===== config.mk =====
export PLATFORM = sky130hd
export DESIGN_NAME = fetch_unit
export DESIGN_NICKNAME = d
export VERILOG_FILES = /design/src/rtl/mips_pkg.sv /design/src/rtl/fetch_unit_next_pc.sv /design/src/rtl/fetch_unit.sv
export SDC_FILE = /design/constraint.sdc
export NUM_CORES = 1
export LEC_CHECK = 0
export CORE_MARGIN = 4
export CORE_UTILIZATION = 37
export CTS_BUF_LIST = sky130_fd_sc_hd__clkbuf_8
export DETAILED_ROUTE_END_ITERATION = 16
export PLACE_DENSITY = 0.71
export SYNTH_ARGS = -nofsm -noshare
export SYNTH_HDL_FRONTEND = slang
export SYNTH_SLANG_ARGS = --single-unit
export TNS_END_PERCENT = 30

===== constraint.sdc =====
create_clock -name clk -period 9.5 [get_ports clk]
set_input_delay 1.9 -clock clk [delete_from_list [all_inputs] [get_ports clk]]
set_output_delay 1.9 -clock clk [all_outputs]
set_load 0.01 [all_outputs]

===== src/rtl/mips_pkg.sv =====
// Shared encodings for the instruction-fetch stage: jump selects, FSM states, field slices.
package mips_pkg;

    localparam int unsigned INSTR_W   = 32;
    localparam int unsigned JUMP_W    = 2;

    localparam logic [JUMP_W-1:0] JUMP_SEQ = 2'b00;
    localparam logic [JUMP_W-1:0] JUMP_J   = 2'b01;
    localparam logic [JUMP_W-1:0] JUMP_JR  = 2'b10;

    localparam int unsigned OP_MSB    = 31;
    localparam int unsigned OP_LSB    = 26;
    localparam int unsigned FUNCT_MSB = 5;
    localparam int unsigned FUNCT_LSB = 0;

    typedef enum logic [1:0] {
        IDLE  = 2'd0,
        FETCH = 2'd1,
        HOLD  = 2'd2
    } fetch_state_t;

endpackage


===== src/rtl/fetch_unit_next_pc.sv =====
// Combinational next-PC selection; jump takes priority over a branch.
module next_pc
    import mips_pkg::*;
#(
    parameter int unsigned n = 32
) (
    input  logic [n-1:0]       pc,
    input  logic [INSTR_W-1:0] instr,
    input  logic               pcsrc,
    input  logic [JUMP_W-1:0]  jump,
    input  logic [n-1:0]       jr_target,
    output logic [n-1:0]       npc
);

    logic [n-1:0] seq;
    logic [n-1:0] br_off;
    logic         unused_bits;

    assign seq    = pc + n'(4);
    assign br_off = {{(n-18){instr[15]}}, instr[15:0], 2'b00};

    // Opcode field and low register bits play no part in target formation.
    assign unused_bits = ^{instr[31:26], jr_target[1:0]};

    always_comb begin
        npc = seq;
        case (jump)
            JUMP_J:   npc = {seq[n-1:28], instr[25:0], 2'b00};
            JUMP_JR:  npc = {jr_target[n-1:2], 2'b00};
            JUMP_SEQ: if (pcsrc) npc = seq + br_off;
            default:  npc = seq;
        endcase
    end

endmodule


===== src/rtl/fetch_unit.sv =====
// Instruction-fetch stage: owns the PC, fetches over req/rvalid, holds the word until acked.
module fetch_unit
    import mips_pkg::*;
#(
    parameter int unsigned  n        = 32,
    parameter logic [n-1:0] RESET_PC = '0
) (
    input  logic               clk,
    input  logic               reset,
    output logic               imem_req,
    output logic [n-1:0]       imem_addr,
    input  logic               imem_rvalid,
    input  logic [INSTR_W-1:0] imem_rdata,
    output logic [INSTR_W-1:0] instr,
    output logic [5:0]         op,
    output logic [5:0]         funct,
    output logic               instr_valid,
    input  logic               instr_ack,
    input  logic               pcsrc,
    input  logic [JUMP_W-1:0]  jump,
    input  logic [n-1:0]       jr_target,
    output logic [n-1:0]       pc,
    output logic [n-1:0]       pcplus4
);

    fetch_state_t       state, state_d;
    logic [n-1:0]       pc_q, pc_d, npc;
    logic [INSTR_W-1:0] instr_q, instr_d;
    logic               req_q, req_d;
    logic               valid_q, valid_d;

    next_pc #(.n(n)) u_next_pc (
        .pc        (pc_q),
        .instr     (instr_q),
        .pcsrc     (pcsrc),
        .jump      (jump),
        .jr_target (jr_target),
        .npc       (npc)
    );

    // State and datapath registers; reset also discards any in-flight response.
    always_ff @(posedge clk or negedge reset) begin
        if (!reset) begin
            state   <= IDLE;
            pc_q    <= RESET_PC;
            instr_q <= '0;
            req_q   <= 1'b0;
            valid_q <= 1'b0;
        end else begin
            state   <= state_d;
            pc_q    <= pc_d;
            instr_q <= instr_d;
            req_q   <= req_d;
            valid_q <= valid_d;
        end
    end

    // rvalid only matters in FETCH and ack only in HOLD, so they never collide.
    always_comb begin
        state_d = state;
        pc_d    = pc_q;
        instr_d = instr_q;
        case (state)
            IDLE:  state_d = FETCH;
            FETCH: begin
                if (imem_rvalid) begin
                    instr_d = imem_rdata;
                    state_d = HOLD;
                end
            end
            HOLD: begin
                if (instr_ack) begin
                    pc_d    = npc;
                    state_d = FETCH;
                end
            end
            default: state_d = IDLE;
        endcase
        req_d   = (state_d == FETCH);
        valid_d = (state_d == HOLD);
    end

    assign imem_req    = req_q;
    assign imem_addr   = pc_q;
    assign instr       = instr_q;
    assign op          = instr_q[OP_MSB:OP_LSB];
    assign funct       = instr_q[FUNCT_MSB:FUNCT_LSB];
    assign instr_valid = valid_q;
    assign pc          = pc_q;
    assign pcplus4     = pc_q + n'(4);

endmodule

==> results of run 1 <==
-- layer usage --
layer | share of wire | up-vias
li1 | - | 2907
met2 | 0.46 | 255
met4 | 0.016 | 2
met3 | 0.081 | 24
met5 | 0.00057 | -
met1 | 0.44 | 2930
-- path summary, 6_finish.rpt --
kind | endpoint | depth (start not counted)
worst max-delay path | pcplus4[24] | 6
worst min-delay path | instr[27] | 1
worst max register to register | imem_addr[31] | 15
worst min register to register | instr[27] | 1
max in group asynchronous | instr[11] | 1
min in group asynchronous | instr[3] | 1
-- area by class of cell --
class	count	area, um^2
clock buffers	9	124
repair buffers	211	2080
multi-input cells	569	3930
fillers	1530	7800
well taps	216	270
inverters	21	78.8
flip-flops and latches	66	1650
clock inverters	7	118
-- kinds of logic (layout without fill, tap and decap cells) --
| logic type | count (synthesis) | count (layout) | share of synthesized area |
|---|---|---|---|
| xor gates and xnor gates | 45 | 45 | 0.0654 |
| adders and majority gates | 35 | 35 | 0.0725 |
| buffers and inverters | 105 | 248 | 0.0957 |
| other | 1 | 6 | 0.000610 |
| and+or+nand+nor | 244 | 244 | 0.204 |
| AOI/OAI and AO/OA | 199 | 199 | 0.215 |
| DFF | 66 | 66 | 0.269 |
| muxes | 40 | 40 | 0.0778 |
-- state kept, by name (all words and copies together) (netlist names) --
signal	count
imem_addr	30
imem_req	1
instr	32
instr_valid	1
state	2
-- placed cells by master, fill, tap and decap left out, types with 15 or more instances in the layout --
cell             instances
a21o_1                  15
clkdlybuf4s50_1        201
nand3_1                 24
a21oi_1                 52
inv_1                   19
nand2_1                 76
mux2_2                  32
o21ai_0                 35
xnor2_1                 34
dfrtp_1                 66
nor2_1                  62
ha_1                    34
-- power breakdown --
part / internal, uW / total (uW) / switching [uW]
Combinational: 1140 / 2270 / 1130
Sequential: 419 / 641 / 222
Clock: 174 / 301 / 127
Total: 1730 / 3210 / 1480
-- stage by stage --
step	util	cell area [um^2]	worst slack, ps	std cells	hold WS, ps
after floorplan	-	6160	5890	740	502
after global placement	0.499	8010	4870	1083	514
after detailed placement	0.499	8010	4870	1083	522
after CTS	0.514	8250	4440	1099	548
after global routing	0.514	8250	4220	1099	571
final	0.514	8250	4460	1099	547
==> run summary, run 1 <==
Status: complete, no violations
Post-detailed-route via-to-cell ratio: 5.57
Initial antenna violation count: 1
Setup violations, final: 0
Setup CP Type: register to output port
Crit-path max FO: 7
Fin nets: 984
H-tree Lvls: 3
Fmax: 0.198 GHz
Post-Syn Area per Cell: 8.36 um^2
Clock latency on the worst-skew pair: 380 ps
Worst reg-to-reg setup slack: 5350 ps
Req. time, crit path: 7600 ps
Busiest grt layer: met2
Cts repair resizes: 0
Yosys reg bits: 66
Met1 GRT Util: 0.316
Total global routing overflow: 0
Slew Limit Headroom: 0.406
Final-report hold violation count: 0
CTS Buf Count: 9
Cell Area, Synth: 6140 um^2
Worst Setup SP: imem_addr[2]
Gp weighted congestion: 0.956
Die width: 137 um
EDFF count, synth: 0
CP delay by family, top: simple AND/OR/NAND/NOR gates
Post-Route Setup TNS: 0 ps
Async S/R FF share, synth: 1.00
DRT Pass-1 Iters: 6
Post-Synthesis Cells: 735
R2r startpoint: imem_addr[2]
Post-synth top cells: nand2_1, dfrtp_1, nor2_1
Fin. max-slew vios: 0
CTS tree: built
DIE AREA: 18700 um^2
Top post-synthesis cells by area: dfrtp_1, ha_1, buf_4
Proportion of layout cells with a drive suffix above 1: 0.0997
Via count: 6118
Worst path slowest cell: clkdlybuf4s50_1
Clock skew: 14.1 ps
FP Rows: 46
Met2 usage: 0.352
Drt total wl: 20900 um
Max IR drop VDD: 0.220 mV
Layout area overhead: 34.3%
Met3 usage: 0.0456
Most used DFF post-synth: dfrtp_1
Max Cap Violations: 0
Routed Antenna Nets: 0
Port bufs: 204
Min Clock Period, post-route: 5040 ps
Dpl hpwl: 15300 um
Register area share after synthesis: 0.269
Count leader, synth: nand2_1
First-pass GRT wire length: 32600 um
Clock-pin transition on the worst setup and hold timing paths: 80 ps
WP data arrival: 3140 ps
Initial Util: 0.383
Clock Sinks: 66
Avg WL per Cell: 19.0 um
Power density over the cells: 389 nW/um^2
Period utilization: 0.531
Area leader, netlist: dfrtp_1
Residual DRC count: 0
Worst Tran Pin Value: 891 ps
Post-synth cell types: 79
Clock Tree Buf Depth: 2
Total Power: 3210 uW
Max incr delay on CP: 640 ps
Number of global-route vias before repair: 5823
Iteration-0 DRC Markers: 491
Largest net degree at the start of global routing: 67
Core area: 16100 um^2
Leak: 0.00332 uW
Worst Hold Class: register to register
Post-CTS setup buffer count: 0
RSZ-0062 raised after global routing: no
Total track usage: 0.225
Top Ports: 213
Bufs and invs on worst path: 1
Synth warnings: 0
Hold_sp: instr[27]
Crit start category: register
Hold Buf Count CTS: 0
Worst setup EP type: output port
Die Y: 137 um
Top cell type's share of synthesized area: 0.269
N_diodes: 0
CTS Root Cell: clkbuf_8
Crit-path cells: ha_1, nand4_4, nor3_4, nand3_1, xnor2_1, clkdlybuf4s50_1
(Power assumes the default switching activity.)
==> run 2, diff against run 1 <==
--- a/config.mk
+++ b/config.mk
@@ -9,7 +9,7 @@
 export CORE_UTILIZATION = 37
 export CTS_BUF_LIST = sky130_fd_sc_hd__clkbuf_8
 export DETAILED_ROUTE_END_ITERATION = 16
-export PLACE_DENSITY = 0.71
+export PLACE_DENSITY = 0.73
 export SYNTH_ARGS = -nofsm -noshare
 export SYNTH_HDL_FRONTEND = slang
 export SYNTH_SLANG_ARGS = --single-unit
==> constraint.sdc (replaced) <==
create_clock -name clk -period 4.5 [get_ports clk]
set_input_delay 0.9 -clock clk [delete_from_list [all_inputs] [get_ports clk]]
set_output_delay 0.9 -clock clk [all_outputs]
set_load 0.01 [all_outputs]
==> run summary, run 2 (same netlist as run 1, synthesis figures left out) <==
Fmax: 0.249 GHz
Max IR drop VDD: 0.423 mV (+92%)
Clock Tree Buf Depth: 2 (unchanged)
Max incr delay on CP: 460 ps (-180 ps)
Worst Hold Class: register to register
Dpl hpwl: 15800 um (+3.5%)
Reg2Reg Depth: 15 (unchanged)
Crit-path cells: ha_1, nand4_4, nor3_4, nand3_1, xnor2_1, ha_1, a21o_1, a21o_1, a41o_1, nand2_1, nor2_1, o311ai_1, a21oi_1, a31o_1, nor3_2
H-tree Lvls: 3 (unchanged)
Total track usage: 0.228 (+0.00263)
Req. time, crit path: 4800 ps (-2800 ps)
Number of global-route vias before repair: 5887 (+1.1%)
Hold_sp: instr[18]
Residual DRC count: 0 (unchanged)
Post-Route Setup TNS: 0 ps (unchanged)
Setup violations, final: 0 (unchanged)
Cts repair resizes: 0 (unchanged)
Worst path slowest cell: dfrtp_1
Die Y: 137 um (unchanged)
Initial antenna violation count: 0 (-1)
FF/Latch Area: 1650 um^2 (unchanged)
Hold WS: 538 ps (-9.11 ps)
Final instance area: 8220 um^2 (-0.41%)
Power density over the cells: 813 nW/um^2 (+110%)
First-pass GRT wire length: 32600 um (-0.10%)
Most common cell after layout, fill and taps aside: clkdlybuf4s50_1
Gp weighted congestion: 0.951 (-0.50%)
Clock skew: 10.4 ps (-3.69 ps)
Final-report hold violation count: 0 (unchanged)
N_diodes: 0 (unchanged)
Via count: 6130 (+0.20%)
Largest register FFs: 32 (unchanged)
Commonest cells after routing, fill and taps aside: clkdlybuf4s50_1, nand2_1, dfrtp_1
Max Cap Violations: 0 (unchanged)
Post-CTS setup buffer count: 0 (unchanged)
Fin. max-slew vios: 0 (unchanged)
Clock latency on the worst-skew pair: 380 ps (about the same)
Crit-path max FO: 7 (unchanged)
RSZ-0062 raised after global routing: no
Core Util, Final: 0.512 (-0.00210)
Min Clock Period, post-route: 4010 ps
Total Power: 6680 uW (+110%)
Worst setup EP type: register
Hold EP: instr[18]
Clock-pin transition on the worst setup and hold timing paths: 80 ps (about the same)
Fill cells: 1547 (+1.1%)
WHS Path Cells: 1 (unchanged)
Total global routing overflow: 0 (unchanged)
Top Ports: 213 (unchanged)
Period utilization: 0.891
CTS Buf Count: 9 (unchanged)
Clock Sinks: 66 (unchanged)
CTS Root Cell: clkbuf_8
Routed Antenna Nets: 0 (unchanged)
Setup CP Type: register to register
Fin nets: 987 (+0.30%)
Initial Util: 0.383 (unchanged)
Largest net degree at the start of global routing: 67 (unchanged)
FP Rows: 46 (unchanged)
Leak: 0.00332 uW (-0.11%)
Status: complete, no violations
Slew Limit Headroom: 0.366 (-0.0402)
Die width: 137 um (unchanged)
DIE AREA: 18700 um^2 (unchanged)
DRT Pass-1 Iters: 5 (-1)
Cell Area, Placed: 8030 um^2 (+0.28%)
Core area: 16100 um^2 (unchanged)
Area of the multi-input gates: 3930 um^2 (unchanged)
Avg WL per Cell: 19.4 um (+2.2%)
Port bufs: 204 (unchanged)
RR Endpoint: imem_addr[31]
Layout area overhead: 33.8%
Worst Tran Pin Value: 948 ps (+56.8 ps)
WP data arrival: 4310 ps (+1170 ps)
CTS tree: built
Proportion of layout cells with a drive suffix above 1: 0.0994 (-0.000225)
Worst reg-to-reg setup slack: 490 ps (-4860 ps)
R2r startpoint: imem_addr[2]
Drt total wl: 21400 um (+2.4%)
Iteration-0 DRC Markers: 453 (-7.7%)
Hold Buf Count CTS: 0 (unchanged)
Post-detailed-route via-to-cell ratio: 5.57 (about the same)
Crit start category: register
run 2: metal layers:
layer	vias up	track usage	wire length (um)
li1	2899	-	-
met1	2902	0.310	9440
met2	300	0.357	9730
met3	29	0.0559	1800
met4	0	0.0710	433
met5	-	0	0
run 2: final cells by class:
| type | instances | area share |
|---|---|---|
| clock buffers | 10 | 0.0167 |
| clock inverters | 5 | 0.00578 |
| inverters | 21 | 0.00959 |
| multi-input cells | 569 | 0.478 |
| flip-flops and latches | 66 | 0.201 |
| well taps | 216 | 0.0329 |
| repair buffers | 214 | 0.256 |
run 2: worst max-delay path: cells and delay by family, from the launching register on:
kind	cells	cell delay (ps)
fa+ha+maj	2	760
xor+xnor	1	310
compound gates	6	1280
flops	1	460
simple gates	6	1110
run 2: report_power, final:
part / switching [uW] / internal, uW / total (uW)
combinational: 2390 / 2410 / 4790
sequential: 481 / 883 / 1360
clock: 260 / 262 / 523
total: 3130 / 3550 / 6680
run 2: worst max path at each step:
| stage | start | end |
|---|---|---|
| after CTS | imem_addr[2] | pcplus4[24] |
| after floorplan | imem_addr[2] | imem_addr[31] |
| after detailed placement | imem_addr[2] | imem_addr[31] |
| after global routing | imem_addr[2] | imem_addr[27] |
| final | imem_addr[2] | imem_addr[31] |
| after global placement | imem_addr[2] | imem_addr[31] |
run 2: per-stage QoR:
stage	worst slack, ps	std cells
finish	489	1101
global route	215	1101
CTS	495	1101
detailed placement	546	1086
global placement	559	1086
floorplan	889	740
